## src/rtl/inst_loader.sv

```systemverilog
// Boot-time instruction memory writer: unpacks a length-prefixed byte stream into
// instruction words, writes them sequentially, then releases the core via run_o.
module inst_loader #(
  parameter int WORD    = 32,
  parameter int ADDR    = 16,
  parameter int BASE    = 0,
  parameter int TIMEOUT = 1024
) (
  input  logic            clk,
  input  logic            reset,
  input  logic            rx_valid_i,
  input  logic [7:0]      rx_data_i,
  output logic            rx_ready_o,
  output logic [ADDR-1:0] mem_a_o,
  output logic            mem_w_o,
  output logic [WORD-1:0] mem_d_o,
  output logic            run_o,
  output logic            busy_o,
  output logic            err_o
);

  localparam int BPW = WORD / 8;
  localparam int BCW = (BPW > 1) ? $clog2(BPW) : 1;
  localparam int TCW = $clog2(TIMEOUT + 1);

  typedef enum logic [2:0] {
    S_IDLE,
    S_HDR_LO,
    S_DATA,
    S_WRITE,
    S_DONE
  } state_t;

  state_t          state_q;
  logic [15:0]     remain_q;
  logic [BCW-1:0]  byte_q;
  logic [WORD-1:0] word_q;
  logic [ADDR-1:0] addr_q;
  logic [TCW-1:0]  tmo_q;

  logic            ready_q;
  logic            mem_w_q;
  logic [ADDR-1:0] mem_a_q;
  logic [WORD-1:0] mem_d_q;
  logic            run_q;
  logic            busy_q;
  logic            err_q;

  logic            accept;
  logic            last_byte;
  logic            tmo_hit;
  logic [15:0]     count_d;
  logic [15:0]     remain_d;
  logic [WORD-1:0] word_d;

  assign accept    = rx_valid_i & ready_q;
  assign last_byte = (byte_q == BCW'(BPW - 1));
  assign tmo_hit   = (tmo_q == TCW'(TIMEOUT - 1));
  assign count_d   = {remain_q[15:8], rx_data_i};
  assign remain_d  = remain_q - 16'd1;

  // Most significant byte arrives first, so each new byte enters at the bottom.
  generate
    if (WORD == 8) begin : g_word8
      assign word_d = rx_data_i;
    end else begin : g_wordn
      assign word_d = {word_q[WORD-9:0], rx_data_i};
    end
  endgenerate

  always_ff @(posedge clk or negedge reset) begin
    if (!reset) begin
      state_q  <= S_IDLE;
      remain_q <= '0;
      byte_q   <= '0;
      word_q   <= '0;
      addr_q   <= ADDR'(BASE);
      tmo_q    <= '0;
      ready_q  <= 1'b0;
      mem_w_q  <= 1'b0;
      mem_a_q  <= '0;
      mem_d_q  <= '0;
      run_q    <= 1'b0;
      busy_q   <= 1'b0;
      err_q    <= 1'b0;
    end else begin
      mem_w_q <= 1'b0;
      case (state_q)
        S_IDLE: begin
          ready_q <= 1'b1;
          if (accept) begin
            remain_q <= {rx_data_i, 8'h00};
            err_q    <= 1'b0;
            busy_q   <= 1'b1;
            tmo_q    <= '0;
            state_q  <= S_HDR_LO;
          end
        end

        S_HDR_LO, S_DATA: begin
          if (accept) begin
            tmo_q <= '0;
            if (state_q == S_HDR_LO) begin
              remain_q <= count_d;
              if (count_d == 16'd0) begin
                state_q <= S_DONE;
                run_q   <= 1'b1;
                busy_q  <= 1'b0;
                ready_q <= 1'b0;
              end else begin
                state_q <= S_DATA;
              end
            end else begin
              word_q <= word_d;
              if (last_byte) begin
                byte_q  <= '0;
                ready_q <= 1'b0;
                mem_w_q <= 1'b1;
                mem_a_q <= addr_q;
                mem_d_q <= word_d;
                state_q <= S_WRITE;
              end else begin
                byte_q <= byte_q + 1'b1;
              end
            end
          end else if (tmo_hit) begin
            // Abandon the transfer; words already written stay in memory.
            state_q  <= S_IDLE;
            err_q    <= 1'b1;
            busy_q   <= 1'b0;
            addr_q   <= ADDR'(BASE);
            remain_q <= '0;
            byte_q   <= '0;
            tmo_q    <= '0;
          end else begin
            tmo_q <= tmo_q + 1'b1;
          end
        end

        S_WRITE: begin
          addr_q   <= addr_q + 1'b1;
          remain_q <= remain_d;
          if (remain_d == 16'd0) begin
            state_q <= S_DONE;
            run_q   <= 1'b1;
            busy_q  <= 1'b0;
          end else begin
            state_q <= S_DATA;
            ready_q <= 1'b1;
          end
        end

        S_DONE: begin
          ready_q <= 1'b0;
        end

        default: begin
          state_q <= S_IDLE;
        end
      endcase
    end
  end

  assign rx_ready_o = ready_q;
  assign mem_w_o    = mem_w_q;
  assign mem_a_o    = mem_a_q;
  assign mem_d_o    = mem_d_q;
  assign run_o      = run_q;
  assign busy_o     = busy_q;
  assign err_o      = err_q;

endmodule

```

## config.mk

```make
export PLATFORM = sky130hd
export DESIGN_NAME = inst_loader
export DESIGN_NICKNAME = d
export VERILOG_FILES = /design/src/rtl/inst_loader.sv
export SDC_FILE = /design/constraint.sdc
export NUM_CORES = 1
export LEC_CHECK = 0
export CORE_MARGIN = 3
export CORE_UTILIZATION = 49
export CTS_BUF_LIST = sky130_fd_sc_hd__clkbuf_8
export DETAILED_ROUTE_END_ITERATION = 8
export GPL_ROUTABILITY_DRIVEN = 0
export GPL_TIMING_DRIVEN = 0
export HOLD_SLACK_MARGIN = 0.12
export PLACE_DENSITY = 0.75
export SYNTH_ARGS = -nofsm -noshare
export SYNTH_HDL_FRONTEND = slang
export SYNTH_SLANG_ARGS = --single-unit
```

## constraint.sdc

```tcl
create_clock -name clk -period 6.1 [get_ports clk]
set_input_delay 1.22 -clock clk [delete_from_list [all_inputs] [get_ports clk]]
set_output_delay 1.22 -clock clk [all_outputs]
set_load 0.005 [all_outputs]
```

==> results.txt <==
outcome: finished, final reports clean
Clock power frac: 0.245
Via density: 5.98
Int Pwr: 0.00200 W
Syn Inst Count: 539
CTS H-tree depth: 4
synth cell count leaders: dfrtp_1 (125), mux2_2 (70), nor2_1 (49), nand2_1 (44), o21ai_0 (40)
Root Driver: clkbuf_8
die area: 13200 um^2
DP Cell Count: 746
Site Rows: 39
Slowest-stage cell, CP: buf_1
ys async rst share: 1.00
CTS tree: yes
count leader, synth: dfrtp_1
post-CTS setup repair buffer count: 0
unrepaired setup endpoints after global routing: no
Worst-path clk slew: 0.08 ns
P&R area growth vs syn: 21.5%
final WL: 13.6 mm
CP Buf/Inv Count: 3
Final #Nets: 638
part of the cycle the worst path needs: 0.568
syn_nets: 555
clk buf depth: 2
proportion of layout cells with a drive suffix above 1: 0.183
vias in the first global route: 4685
Comb pwr share: 0.354
top post-synthesis cells by area: dfrtp_1 (54%), mux2_2 (14%), o21ai_0 (3.4%)
GRT met2 Usage: 0.348
Worst Skew: 0.0116 ns
initial antenna violation count: 0
# fillers: 944
WL per Instance: 17.5 um
final core occ: 0.616
cts hold-fix bufs: 0
Die W: 115 um
worst-path maximum fanout: 10
area leader, netlist: dfrtp_1
leakage power: 3.06 nW
sequential-to-total area share from yosys stat: 0.536
DRT iter0 DRCs: 460
Post-CTS Resized: 0
Post-synth EDFFs: 0
Sw Share: 0.366
vias: 4651
final hold violations: 0
Reg2Reg Depth: 8
antenna cells: 0
max frequency: 288 MHz
# port buffers: 63
worst hold stages: 2
critical path arrival: 3.81 ns
Reg power frac: 0.401
synth warn: 0
Worst path max stage delay: 0.61 ns
Routed Antenna Nets: 0
Core Region: 11500 um^2
Mean Syn Cell Area: 10.8 um^2
total gr overflow: 0
critical path, cell by cell: clkdlybuf4s50_1, nand2_1, nor2_1, and2_1, clkbuf_1, buf_1, mux2_2
initial core utilization: 0.507
gr busiest metal: met2
Critical R2R Launch: remain_q[0]$_DFFE_PN0P_
maxcap violations: 0
Clk Latency, worst-skew pair: 0.46 ns
synthesized area: 5830 um^2
drt first pass iters: 5
worst path required time: 6.44 ns
CTS Sinks: 125
CP Launch Type: input port
hold endpoint: run_o$_DFFE_PN0P_
Synth Flop Type: dfrtp_1
fin crit period: 3.47 ns
Net Switching: 0.00115 W
FF-to-FF End: rx_ready_o$_DFFE_PN0P_
Yosys reg bits: 125
met3 usage: 0.0600
worst vdd ir: 0.000271 V
Setup violations, final: 0
CP Capture Type: flip-flop
Post-DP HPWL: 9.48 mm
largest net degree at the start of global routing: 86
die height: 115 um
Pwr Density: 444 nW/um^2
slew margin rel.: 0.525
crit path kind: input port to flip-flop
Yosys cell types: 47
Reg2Reg Setup Slack: 3.03 ns
Slew Viols, Final: 0
Global Route Usage Sum: 0.216
M1 GR Usage: 0.274
Hold WC Path Type: flip-flop to flip-flop
CTS buffer count: 17
# IOs: 64
cell family with most CP delay: buffers and inverters
min-delay src: run_o$_DFFE_PN0P_
first-pass GRT wire length: 22.6 mm
Non-Filler Instances: 778
Synth top area share: 0.536
Least-Margin Pin Slew: 0.712 ns
DRC: 0
==> routing by layer <==
metal / part of all wire / vias up
met2: 0.49 / 199
met4: 0.025 / 0
met3: 0.070 / 47
li1: - / 2119
met1: 0.42 / 2286
met5: 0 / -
==> metrics by stage <==
step	setup slack (ns)	TNS, ns	hold WS [ns]	power, W	instance area, um^2
floorplan	3.29	0	0.465	0.00193	5830
global placement	-0.806	-99.27	0.462	0.00231	6640
detailed placement	2.15	0	0.468	0.00237	6670
CTS	2.63	0	0.487	0.00314	7090
global route	2.49	0	0.517	0.00334	7090
finish	2.63	0	0.483	0.00315	7090
==> layout make-up <==
cell class                 count  area, um^2  area share
buffer                        25        97.6      0.0138
clock buffer                  18         248      0.0349
clock inverter                14         170      0.0240
inverter                      11        41.3     0.00582
multi-input combinational    378        2570       0.362
sequential                   125        3130       0.441
tap                          143         179      0.0252
timing repair buffer          64         659      0.0930
==> placed cells by master, fill, tap and decap left out, types with 4 or more instances in the layout <==
cell type          n
nor4_1            16
a31oi_1            4
nand2_1           44
xnor2_1           14
a21oi_1           21
and3_1             6
ha_1               5
o211ai_1           6
dfrtp_1          125
or2_2              4
inv_1             11
nand4_1            6
nand3_1           11
clkdlybuf4s50_1   62
clkbuf_1          16
clkbuf_8          18
a22o_1            10
nand3b_1           4
buf_1              6
or4_1              5
inv_6              7
or3_1              9
nand2b_1           4
and2_1             4
nor3_1            13
o21ai_0           40
mux2_2            70
nor2_1            49
==> worst max-delay path by stage <==
| stage | startpoint | endpoint | cells after the start |
|---|---|---|---|
| 4_1_cts | rx_valid_i | word_q[2]$_DFFE_PN0P_ | 7 |
| 3_5_place_dp | rx_valid_i | word_q[2]$_DFFE_PN0P_ | 7 |
| 3_3_place_gp | reset | mem_d_o[26]$_DFFE_PN0P_ | 1 |
| 2_1_floorplan | rx_valid_i | word_q[0]$_DFFE_PN0P_ | 6 |
| 6_report | rx_valid_i | word_q[2]$_DFFE_PN0P_ | 7 |
| 5_1_grt | rx_valid_i | word_q[22]$_DFFE_PN0P_ | 7 |
==> power groups by stage <==
stage / registers (W) / clock network, W / logic (W)
after CTS: 0.00126 / 0.000780 / 0.00111
after detailed placement: 0.00127 / 0 / 0.00110
final: 0.00126 / 0.000771 / 0.00111
after global routing: 0.00129 / 0.000820 / 0.00122
after floorplan: 0.00123 / 0 / 0.000709
after global placement: 0.00126 / 0 / 0.00105
==> sequential cells by signal, indices dropped and copies added, names as in the netlist <==
register,flops
mem_d_o,32
word_q,24
addr_q,16
mem_a_o,16
remain_q,16
tmo_q,11
state_q,3
byte_q,2
busy_o,1
err_o,1
mem_w_o,1
run_o,1
rx_ready_o,1
==> logic make-up (layout without fill, tap and decap cells) <==
| family | after synthesis | in the layout | synth area share |
|---|---|---|---|
| simple gates | 185 | 185 | 0.160 |
| flops | 125 | 125 | 0.536 |
| compound gates | 101 | 101 | 0.108 |
| mux | 71 | 71 | 0.137 |
| buf+inv | 36 | 132 | 0.0238 |
| xor+xnor | 16 | 16 | 0.0240 |
| fa+ha+maj | 5 | 5 | 0.0107 |
==> worst reg2reg max path, stage by stage (launching register included) <==
cell and delay (ns):
dfrtp_1 0.45, inv_1 0.12, ha_1 0.32, nor3b_1 0.60, nand3_1 0.19, xnor2_1 0.20, or3_1 0.38, or3_1 0.42
a32o_1 0.27
Power figures use the tool's default switching activity.
==> variant, RTL diff (config.mk and constraints unchanged) <==
Change the parameter `TIMEOUT` from 1024 to 2048.
--- a/src/rtl/inst_loader.sv
+++ b/src/rtl/inst_loader.sv
@@ -6,3 +6,3 @@
   parameter int BASE    = 0,
-  parameter int TIMEOUT = 1024
+  parameter int TIMEOUT = 2048
 ) (
Behaviour: same outputs for any inputs over 4 cycles, from zero or initial values and one cycle with reset low; that may be too few to reach the edited logic, so the function may still have changed.
==> variant against the original RTL <==
Power rose by 17%; design area rose by 4.2%; clock skew fell by 0.0017 ns; first-iteration DRC count rose by 11%; cell count rose by 7.8%; die area rose by 2.5%; fmax rose by 14%; area after synthesis rose by 2.7%; worst setup slack improved by 0.42 ns; via count rose by 3.7%; routed wire length rose by 1.5%; sequential cell count rose by 1; register-to-register slack improved by 0.16 ns.
==> variant: results (changes against the original RTL) <==
status=complete, no violations; worst-case clock skew=0.00989 ns (-0.00168 ns); vias in the first global route=4699 (+0.30%); met1 wire length=6.11 mm (+7.8%); Avg Synthesized Cell Area=9.98 sq um (-7.8%); Synth Net Count=616 (+11%); Seq/Total Area, Yosys=0.526 (-0.00982); share of cells above drive strength 1=0.147 (-0.0361); starting DRC count in detailed routing=511 (+11%); Final Instance Area=7380 sq um (+4.2%); largest net degree at the start of global routing=80 (-7.0%); Placed Area=6830 sq um (+2.3%); Worst setup endpoint=mem_d_o[14]; top cells by area, synth=dfrtp_1, mux2_2, nand2_1; Final Critical Period=3.05 ns (-0.419 ns); min-delay src=word_q[16]; DR WL met2=6.56 mm (-1.0%); Layout Nets=699 (+9.6%); grt met2 use=0.336 (-0.0112); first-pass GRT wire length=23.1 mm (+2.2%); Synth cell types=56 (+19%); Pre-Repair DR Iteration Count=6 (+1); hpwl dp=9.46 mm (-0.30%); GRT Util Overall=0.216 (about the same); dpl ws=2.59 ns (+0.437 ns); worst hold slack=0.471 ns (-0.0117 ns); filler instances=966 (+2.3%); largest delay contributor family on the critical path=simple AND/OR/NAND/NOR gates; R2R Path End=run_o
variant: logic make-up (layout without fill, tap and decap cells):
kind of cell,Yosys count,in the layout,synth area share
XOR/XNOR,18,18,0.0263
multiplexers,50,50,0.0934
adder cells (fa/ha/maj),5,5,0.0104
buffers and inverters,39,135,0.0278
AND/OR/NAND/NOR,257,257,0.206
AO/OA/AOI/OAI,105,105,0.109
flip-flops,126,126,0.526
variant: area by class of cell:
| class | count | share of cell area |
|---|---|---|
| sequential | 126 | 0.427 |
| timing repair buffer | 64 | 0.0893 |
| multi-input combinational | 435 | 0.362 |
| inverter | 9 | 0.00457 |
| tap | 143 | 0.0242 |
| clock inverter | 14 | 0.0419 |
| clock buffer | 18 | 0.0335 |
| buffer | 30 | 0.0180 |
variant: where the power goes:
part           internal, uW  switching [uW]
Sequential             1080             199
Clock                   665             347
Combinational           613             767
